$ cat config.mk
export PLATFORM = sky130hd
export DESIGN_NAME = stack_ctrl_flat
export DESIGN_NICKNAME = d
export VERILOG_FILES = /design/src/rtl/stack_ctrl_if.sv /design/src/rtl/stack_ctrl.sv /design/src/flat_wrapper.sv
export SDC_FILE = /design/constraint.sdc
export NUM_CORES = 1
export LEC_CHECK = 0
export CORE_MARGIN = 2
export CORE_UTILIZATION = 32
export DETAILED_ROUTE_END_ITERATION = 16
export GPL_ROUTABILITY_DRIVEN = 0
export PLACE_DENSITY_LB_ADDON = 0.08
export SETUP_SLACK_MARGIN = 0.1
export SKIP_CTS_REPAIR_TIMING = 1
export SYNTH_ARGS = -nofsm -noshare
export SYNTH_HDL_FRONTEND = slang
export SYNTH_SLANG_ARGS = --single-unit
$ cat constraint.sdc
create_clock -name clk -period 3.9 [get_ports clk]
set_input_delay 0.78 -clock clk [delete_from_list [all_inputs] [get_ports clk]]
set_output_delay 0.78 -clock clk [all_outputs]
set_load 0.01 [all_outputs]
$ cat src/rtl/stack_ctrl_if.sv
// rtl/stack_ctrl_if.sv - stack memory bus between stack_ctrl and a 2R/1W stack RAM
//
// Purpose: groups the stack memory's read and write ports.
//   master (controller) drives: mem_dout_addr0, mem_dout_addr1, we, mem_din_addr, mem_din
//   master receives:             mem_dout0, mem_dout1 (async read data)
//   slave (memory) sees the opposite directions.
interface stack_ctrl_if #(
  parameter int WIDTH = 6
);
  logic [WIDTH-1:0] mem_dout_addr0;
  logic [WIDTH-1:0] mem_dout_addr1;
  logic [15:0]      mem_dout0;
  logic [15:0]      mem_dout1;
  logic             we;
  logic [WIDTH-1:0] mem_din_addr;
  logic [15:0]      mem_din;

  modport master (
    output mem_dout_addr0, mem_dout_addr1, we, mem_din_addr, mem_din,
    input  mem_dout0, mem_dout1
  );

  modport slave (
    input  mem_dout_addr0, mem_dout_addr1, we, mem_din_addr, mem_din,
    output mem_dout0, mem_dout1
  );
endinterface

$ cat src/rtl/stack_ctrl.sv
// rtl/stack_ctrl.sv - stack pointer / depth control unit for the CPU data stack
//
// Purpose: owns sp and depth, drives the stack RAM ports, returns TOS/NOS and
// traps illegal ops into a sticky FAULT state until clear.
// Ports:
//   clk, reset        clock, async active-high reset
//   op_valid, op      op strobe and code (0 NOP,1 PUSH,2 POP,3 BINOP,4 REPLACE)
//   data_in           write value for PUSH/BINOP/REPLACE
//   clear             leave FAULT / clear err; also discards a same-cycle op
//   tos, nos          values at sp-1 / sp-2 from the async read ports
//   depth, empty,full words on stack and its limits
//   fault, err        FAULT state flag, 01 overflow / 10 underflow
//   mem               stack RAM bus (master side)
module stack_ctrl #(
  parameter int WIDTH = 6,
  parameter int SIZE  = 64
) (
  input  logic             clk,
  input  logic             reset,
  input  logic             op_valid,
  input  logic [2:0]       op,
  input  logic [15:0]      data_in,
  input  logic             clear,
  output logic [15:0]      tos,
  output logic [15:0]      nos,
  output logic [WIDTH:0]   depth,
  output logic             empty,
  output logic             full,
  output logic             fault,
  output logic [1:0]       err,
  stack_ctrl_if.master     mem
);

  localparam logic [2:0] OP_PUSH    = 3'd1;
  localparam logic [2:0] OP_POP     = 3'd2;
  localparam logic [2:0] OP_BINOP   = 3'd3;
  localparam logic [2:0] OP_REPLACE = 3'd4;

  localparam logic [1:0] ERR_NONE  = 2'b00;
  localparam logic [1:0] ERR_OVER  = 2'b01;
  localparam logic [1:0] ERR_UNDER = 2'b10;

  typedef enum logic {RUN = 1'b0, FAULT = 1'b1} state_t;

  state_t           state_q, state_n;
  logic [WIDTH-1:0] sp_q, sp_n;
  logic [WIDTH:0]   depth_q, depth_n;
  logic [1:0]       err_q, err_n;

  logic             is_empty, is_full, has_two;
  logic             issue;

  assign is_empty = (depth_q == '0);
  assign is_full  = (depth_q == (WIDTH+1)'(SIZE));
  assign has_two  = (depth_q >= (WIDTH+1)'(2));

  // An op is only acted on in RUN without a competing clear.
  assign issue = op_valid && (state_q == RUN) && !clear;

  // State register
  always_ff @(posedge clk or posedge reset) begin
    if (reset) begin
      state_q <= RUN;
      sp_q    <= '0;
      depth_q <= '0;
      err_q   <= ERR_NONE;
    end else begin
      state_q <= state_n;
      sp_q    <= sp_n;
      depth_q <= depth_n;
      err_q   <= err_n;
    end
  end

  // Next-state logic
  always_comb begin
    state_n = state_q;
    sp_n    = sp_q;
    depth_n = depth_q;
    err_n   = err_q;
    if (state_q == FAULT) begin
      if (clear) begin
        state_n = RUN;
        err_n   = ERR_NONE;
      end
    end else if (issue) begin
      unique case (op)
        OP_PUSH: begin
          if (is_full) begin
            state_n = FAULT;
            err_n   = ERR_OVER;
          end else begin
            sp_n    = sp_q + WIDTH'(1);
            depth_n = depth_q + (WIDTH+1)'(1);
          end
        end
        OP_POP: begin
          if (is_empty) begin
            state_n = FAULT;
            err_n   = ERR_UNDER;
          end else begin
            sp_n    = sp_q - WIDTH'(1);
            depth_n = depth_q - (WIDTH+1)'(1);
          end
        end
        OP_BINOP: begin
          if (!has_two) begin
            state_n = FAULT;
            err_n   = ERR_UNDER;
          end else begin
            sp_n    = sp_q - WIDTH'(1);
            depth_n = depth_q - (WIDTH+1)'(1);
          end
        end
        OP_REPLACE: begin
          if (is_empty) begin
            state_n = FAULT;
            err_n   = ERR_UNDER;
          end
        end
        default: ;
      endcase
    end
  end

  // Output logic: write port is combinational from the current op; reset
  // masks the write so an edge under reset never commits an aborted op.
  always_comb begin
    mem.we           = 1'b0;
    mem.mem_din_addr = sp_q;
    mem.mem_din      = data_in;
    if (issue && !reset) begin
      unique case (op)
        OP_PUSH: begin
          mem.we           = !is_full;
          mem.mem_din_addr = sp_q;
        end
        OP_BINOP: begin
          // Result lands where NOS was; the old TOS slot becomes free.
          mem.we           = has_two;
          mem.mem_din_addr = sp_q - WIDTH'(2);
        end
        OP_REPLACE: begin
          mem.we           = !is_empty;
          mem.mem_din_addr = sp_q - WIDTH'(1);
        end
        default: ;
      endcase
    end
  end

  // Read addresses depend on registered sp only, so they move on edges.
  assign mem.mem_dout_addr0 = sp_q - WIDTH'(1);
  assign mem.mem_dout_addr1 = sp_q - WIDTH'(2);

  assign tos   = mem.mem_dout0;
  assign nos   = mem.mem_dout1;
  assign depth = depth_q;
  assign empty = is_empty;
  assign full  = is_full;
  assign fault = (state_q == FAULT);
  assign err   = err_q;

endmodule

$ cat src/flat_wrapper.sv
// flat-port wrapper written by rule: the top's interface ports become plain ports
module stack_ctrl_flat 
#(
  parameter int WIDTH = 6,
  parameter int SIZE  = 64
)
  (clk, reset, op_valid, op, data_in, clear, tos, nos, depth, empty, full, fault, err, mem_mem_dout_addr0, mem_mem_dout_addr1, mem_we, mem_mem_din_addr, mem_mem_din, mem_mem_dout0, mem_mem_dout1);
  stack_ctrl_if #(.WIDTH(WIDTH)) mem_i ();
  input  logic clk;
  input  logic reset;
  input  logic op_valid;
  input  logic [2:0] op;
  input  logic [15:0] data_in;
  input  logic clear;
  output logic [15:0] tos;
  output logic [15:0] nos;
  output logic [WIDTH:0] depth;
  output logic empty;
  output logic full;
  output logic fault;
  output logic [1:0] err;
  output wire logic [$bits(mem_i.mem_dout_addr0)-1:0] mem_mem_dout_addr0;
  output wire logic [$bits(mem_i.mem_dout_addr1)-1:0] mem_mem_dout_addr1;
  output wire logic [$bits(mem_i.we)-1:0] mem_we;
  output wire logic [$bits(mem_i.mem_din_addr)-1:0] mem_mem_din_addr;
  output wire logic [$bits(mem_i.mem_din)-1:0] mem_mem_din;
  input wire logic [$bits(mem_i.mem_dout0)-1:0] mem_mem_dout0;
  input wire logic [$bits(mem_i.mem_dout1)-1:0] mem_mem_dout1;
  assign mem_mem_dout_addr0 = mem_i.mem_dout_addr0;
  assign mem_mem_dout_addr1 = mem_i.mem_dout_addr1;
  assign mem_we = mem_i.we;
  assign mem_mem_din_addr = mem_i.mem_din_addr;
  assign mem_mem_din = mem_i.mem_din;
  assign mem_i.mem_dout0 = mem_mem_dout0;
  assign mem_i.mem_dout1 = mem_mem_dout1;
  stack_ctrl #(.WIDTH(WIDTH), .SIZE(SIZE)) u_core (.clk(clk), .reset(reset), .op_valid(op_valid), .op(op), .data_in(data_in), .clear(clear), .tos(tos), .nos(nos), .depth(depth), .empty(empty), .full(full), .fault(fault), .err(err), .mem(mem_i));
endmodule
* Yosys cells after proc, flatten, opt, wreduce, memory -nomap -nowiden
Index checks and enable logic that the tools add are counted.
** Storage, ports and cells
- Register bits after elaboration :: 16
- Input port bits :: 55
- Output and inout bits :: 79
** Operators by class
- Add/sub/neg operators :: 5
- Order comparisons :: 1
- Equal/unequal tests :: 12
- Muxes and demuxes :: 26
- Bitwise operators :: 1
- Reductions and logical operators :: 14
** Operators with widths (count)
- $mux W6 :: 4
- $mux W7 :: 3
- $pmux W7 S3 :: 1
- $pmux W6 S3 :: 1
- $mux W2 :: 6
- $pmux W6 S2 :: 1
- $reduce_and A6 Y1 :: 2
- $add A7 B1 Y7 const B :: 1
- $eq A7 B7 Y1 const B :: 1
- $ge A7 B2 Y1 const B :: 1
- $logic_not A7 Y1 :: 1
- $mux W1 :: 7
- $sub A7 B1 Y7 const B :: 1
- $add A6 B1 Y6 const B :: 1
- $eq A3 B2 Y1 const B :: 2
- $ne A2 B2 Y1 const B :: 3
- $ne A3 B1 Y1 const B :: 2
- $pmux W1 S3 :: 2
- $pmux W2 S3 :: 1
- $sub A6 B1 Y6 const B :: 1
- $sub A6 B2 Y6 const B :: 1
- $logic_not A1 Y1 :: 4
- $reduce_bool A4 Y1 :: 1
- $eq A3 B1 Y1 const B :: 1
- other kinds (8) :: 10

* Logic depth before layout (Yosys ltp)
- Word-level depth :: 5
- Gate-level depth with buffers :: 10
- Depth with buffers taken out :: 8

* Worst setup path after synthesis
No wires, ideal clock.
- Kind :: input port to output port
- Start point :: in op[1]
- End point :: out mem_mem_din_addr[2]
- Data arrival time :: 1.817 ns
- Required time :: 3.120 ns
- Path slack :: 1.303 ns
- Stages on the path :: 6
- Cell sequence :: buf_4 -> nor3b_4 -> nand2_2 -> and2_4 -> o21ai_1 -> o221ai_1
** Between the ends
- Longest elaborated chain between the ends :: 3
- Elaborated cells on any way between the ends :: 4
- Classes of those cells :: 2 x eq/ne; 2 x mux
** Ends and longest elaborated chain
- start, declared :: line flat_wrapper.sv:12 : input logic [2:0] op;
- $eq A3 B3 Y1 or $eq A3 B2 Y1 (tied branches) :: line stack_ctrl.sv:133 : unique case (op)
- $pmux W6 S2 * :: line stack_ctrl.sv:133
- $mux W6 * :: line stack_ctrl.sv:132 : if (issue && !reset) begin
- end, declared :: line flat_wrapper.sv:25 : output wire logic [$bits(mem_i.mem_din_addr)-1:0] mem_mem_din_addr;
Every way passes the cells marked *; elsewhere a longest branch is shown, timed or not.

* Worst setup path in the final report
- Start point :: in reset
- End point :: out mem_mem_din_addr[2]
** Between the ends
- Longest elaborated chain between the ends :: 3
** Ends and longest elaborated chain
- start, declared :: line flat_wrapper.sv:10 : input logic reset;
- $logic_not A1 Y1 (no line)
- $logic_and A1 B1 Y1 :: line stack_ctrl.sv:132
- $mux W6 :: line stack_ctrl.sv:132
Every way passes these cells.

==> run summary <==
largest net degree at the start of global routing: 17
clk root buf: clkbuf_8
skew final: 0.00118 ns
xor/xnor share of the synthesized area: 0.0940
fmax: 280 MHz
flops & latches, synth: 16
Die W: 81.7 um
Post-DP HPWL: 3330 um
global router's overall resource usage: 0.139
Setup crit start kind: primary input
P per Cell Area: 739 mW/mm^2
Synth area leaders: dfrtp_1 21%, buf_4 19%, ha_1 6.5%, nand2_1 4.3%, xnor2_1 4.1%
cell with the most instances after synthesis: buf_4
Worst Slack Setup Final: 0.328 ns
largest family of logic cells by synthesized area: buffers and inverters
initial antenna violation count: 0
Hold Path Origin: u_core.err[1]
setup slack at placement: 0.183 ns
Yosys Warn Count: 0
total wire length: 4410 um
Yosys top cell by area: dfrtp_1
Fin. Hold Viols: 0
Slew Limit Fails: 0
Slew @ Worst Pin: 0.690 ns
number of synthesized flops with an enable pin: 0
min cycle time layout: 3.57 ns
TritonCTS clock tree: built
CP endpoint kind: output port
Worst Path Arrival: 2.79 ns
worst hold slack: 0.534 ns
Final TNS setup: 0 ns
Worst-path clk slew: 0.07 ns
cell count after synthesis: 225
Lkg Pwr: 0.000873 uW
worst rel slew slack: 0.539
outcome: complete, no violations
Area Growth Syn to Fin: 7.52%
Diodes inserted: 0
Initial Utilization: 0.328
first drt pass iteration count: 4
final worst-path cycle share: 0.916
Synth Area in Adders: 0.0752
DR iter-0 viols: 102
post-route ant nets: 0
Net Count, Synth: 291
Post-route DRC: 0
synthesized-area fraction occupied by and/or/nand/nor cells: 0.185
htree depth: 1
Crit Path Class: in -> out
Core ar.: 0.00589 sq mm
Synth Area per Inst: 8.57 sq um
GRT overflow: 0
die area: 0.00667 sq mm
compound-gate portion of the synthesized area: 0.183
ys async rst share: 1.00
hold crit path type: reg -> reg
setup violators final: 0
layout cells sized above 1: 0.153
Seq/Total Area, Yosys: 0.208
reg2reg start: u_core.depth[0]
clock buffer count from CTS: 3
Synth cell types: 54
Sink Count: 16
Synth Flop Type: dfrtp_1
routed vias: 1,402
Synth top area share: 0.208
CP max FO: 6
top cells by count, synth: 50 x buf_4, 22 x nand2_1, 16 x dfrtp_1
floorplan row count: 28
Required @ worst endpoint: 3.12 ns
Final #Nets: 282
vias in the first global route: 1,413
Peak VDD IR: 246 uV
mean routed wirelength per cell: 15.2 um
mux cell area share after synthesis: 0.0162
IO Pins: 134
RSZ-0062 raised after global routing: false
drt via density: 4.83
Post-Syn Area: 0.00193 sq mm
die height: 81.7 um
# Max-Cap Violations: 0
global-route wire length before repair: 7180 um
clk_lat worst skew: 0.26 ns
Critical Path Start: reset
Max clock buf depth: 2
IO buf count: 37
## metal layers
| layer | global-route usage | up-vias | part of all wire | routed length, um |
|---|---|---|---|---|
| met5 | 0 | - | 0 | 0 |
| met2 | 0.221 | 39 | 0.46 | 2050 |
| met3 | 0.0374 | 4 | 0.065 | 285 |
| met4 | 0.0317 | 0 | 0.0029 | 13 |
| li1 | - | 698 | - | - |
| met1 | 0.187 | 661 | 0.47 | 2060 |
## through the flow
| step | cells | area, sq um | utilization | total power (uW) |
|---|---|---|---|---|
| final | 290 | 2070 | 0.352 | 1530 |
| after global routing | 290 | 2070 | 0.352 | 1680 |
| after CTS | 288 | 2060 | 0.350 | 1560 |
| after detailed placement | 284 | 2000 | 0.341 | 1390 |
| after global placement | 284 | 2000 | 0.341 | 1390 |
| after floorplan | 225 | 1930 | - | 994 |
## layout make-up
type / count / area [sq um]
Tap cell: 75 / 93.8
Clock buffer: 4 / 55.1
Fill cell: 601 / 3810
Timing Repair Buffer: 44 / 423
Multi-Input combinational cell: 142 / 1070
Inverter: 9 / 33.8
Sequential cell: 16 / 400
## worst paths after layout
kind / end / slack (ns) / cells after the start
setup reg to reg: u_core.depth[6] / 2.00 / 6
setup / recovery: mem_mem_din_addr[2] / 0.33 / 8
hold reg to reg: u_core.err[1] / 0.53 / 2
max in group asynchronous: u_core.depth[6] / 2.43 / 2
min in group asynchronous: u_core.fault / 1.04 / 2
hold / removal: u_core.err[1] / 0.53 / 2
## state kept, by name, summed over array words and instances (netlist names)
name / count
u_core.depth: 7
u_core.err: 2
u_core.fault: 1
u_core.sp_q: 6
## logic make-up after synthesis
group	Yosys count
and+or+nand+nor	60
AOI/OAI and AO/OA	49
DFF	16
buffers and inverters	67
adders and majority gates	11
xor gates and xnor gates	19
muxes	3
## cells in the final DEF (no fill, tap or decap), types with 7 or more instances in the layout
cell	instances
ha_1	10
buf_4	7
inv_1	9
dfrtp_1	16
xor2_1	8
xnor2_1	9
o21ai_0	8
nor2_1	9
a21oi_1	7
clkdlybuf4s50_1	37
nand2_1	22
## critical path, stage by stage
cell and delay, ns:
clkdlybuf4s50_1 0.47, nor4b_4 0.27, buf_4 0.19, nand3_2 0.14
and2_4 0.18, o21ai_1 0.14, o221ai_1 0.12, clkdlybuf4s50_1 0.50
## power by group
group          total [uW]  leakage (uW)  internal (uW)  switching, uW
logic                 986      0.000648            544            442
clock network         157     0.0000288           89.8           66.8
registers             390      0.000196            241            149
Power figures use the tool's default switching activity.
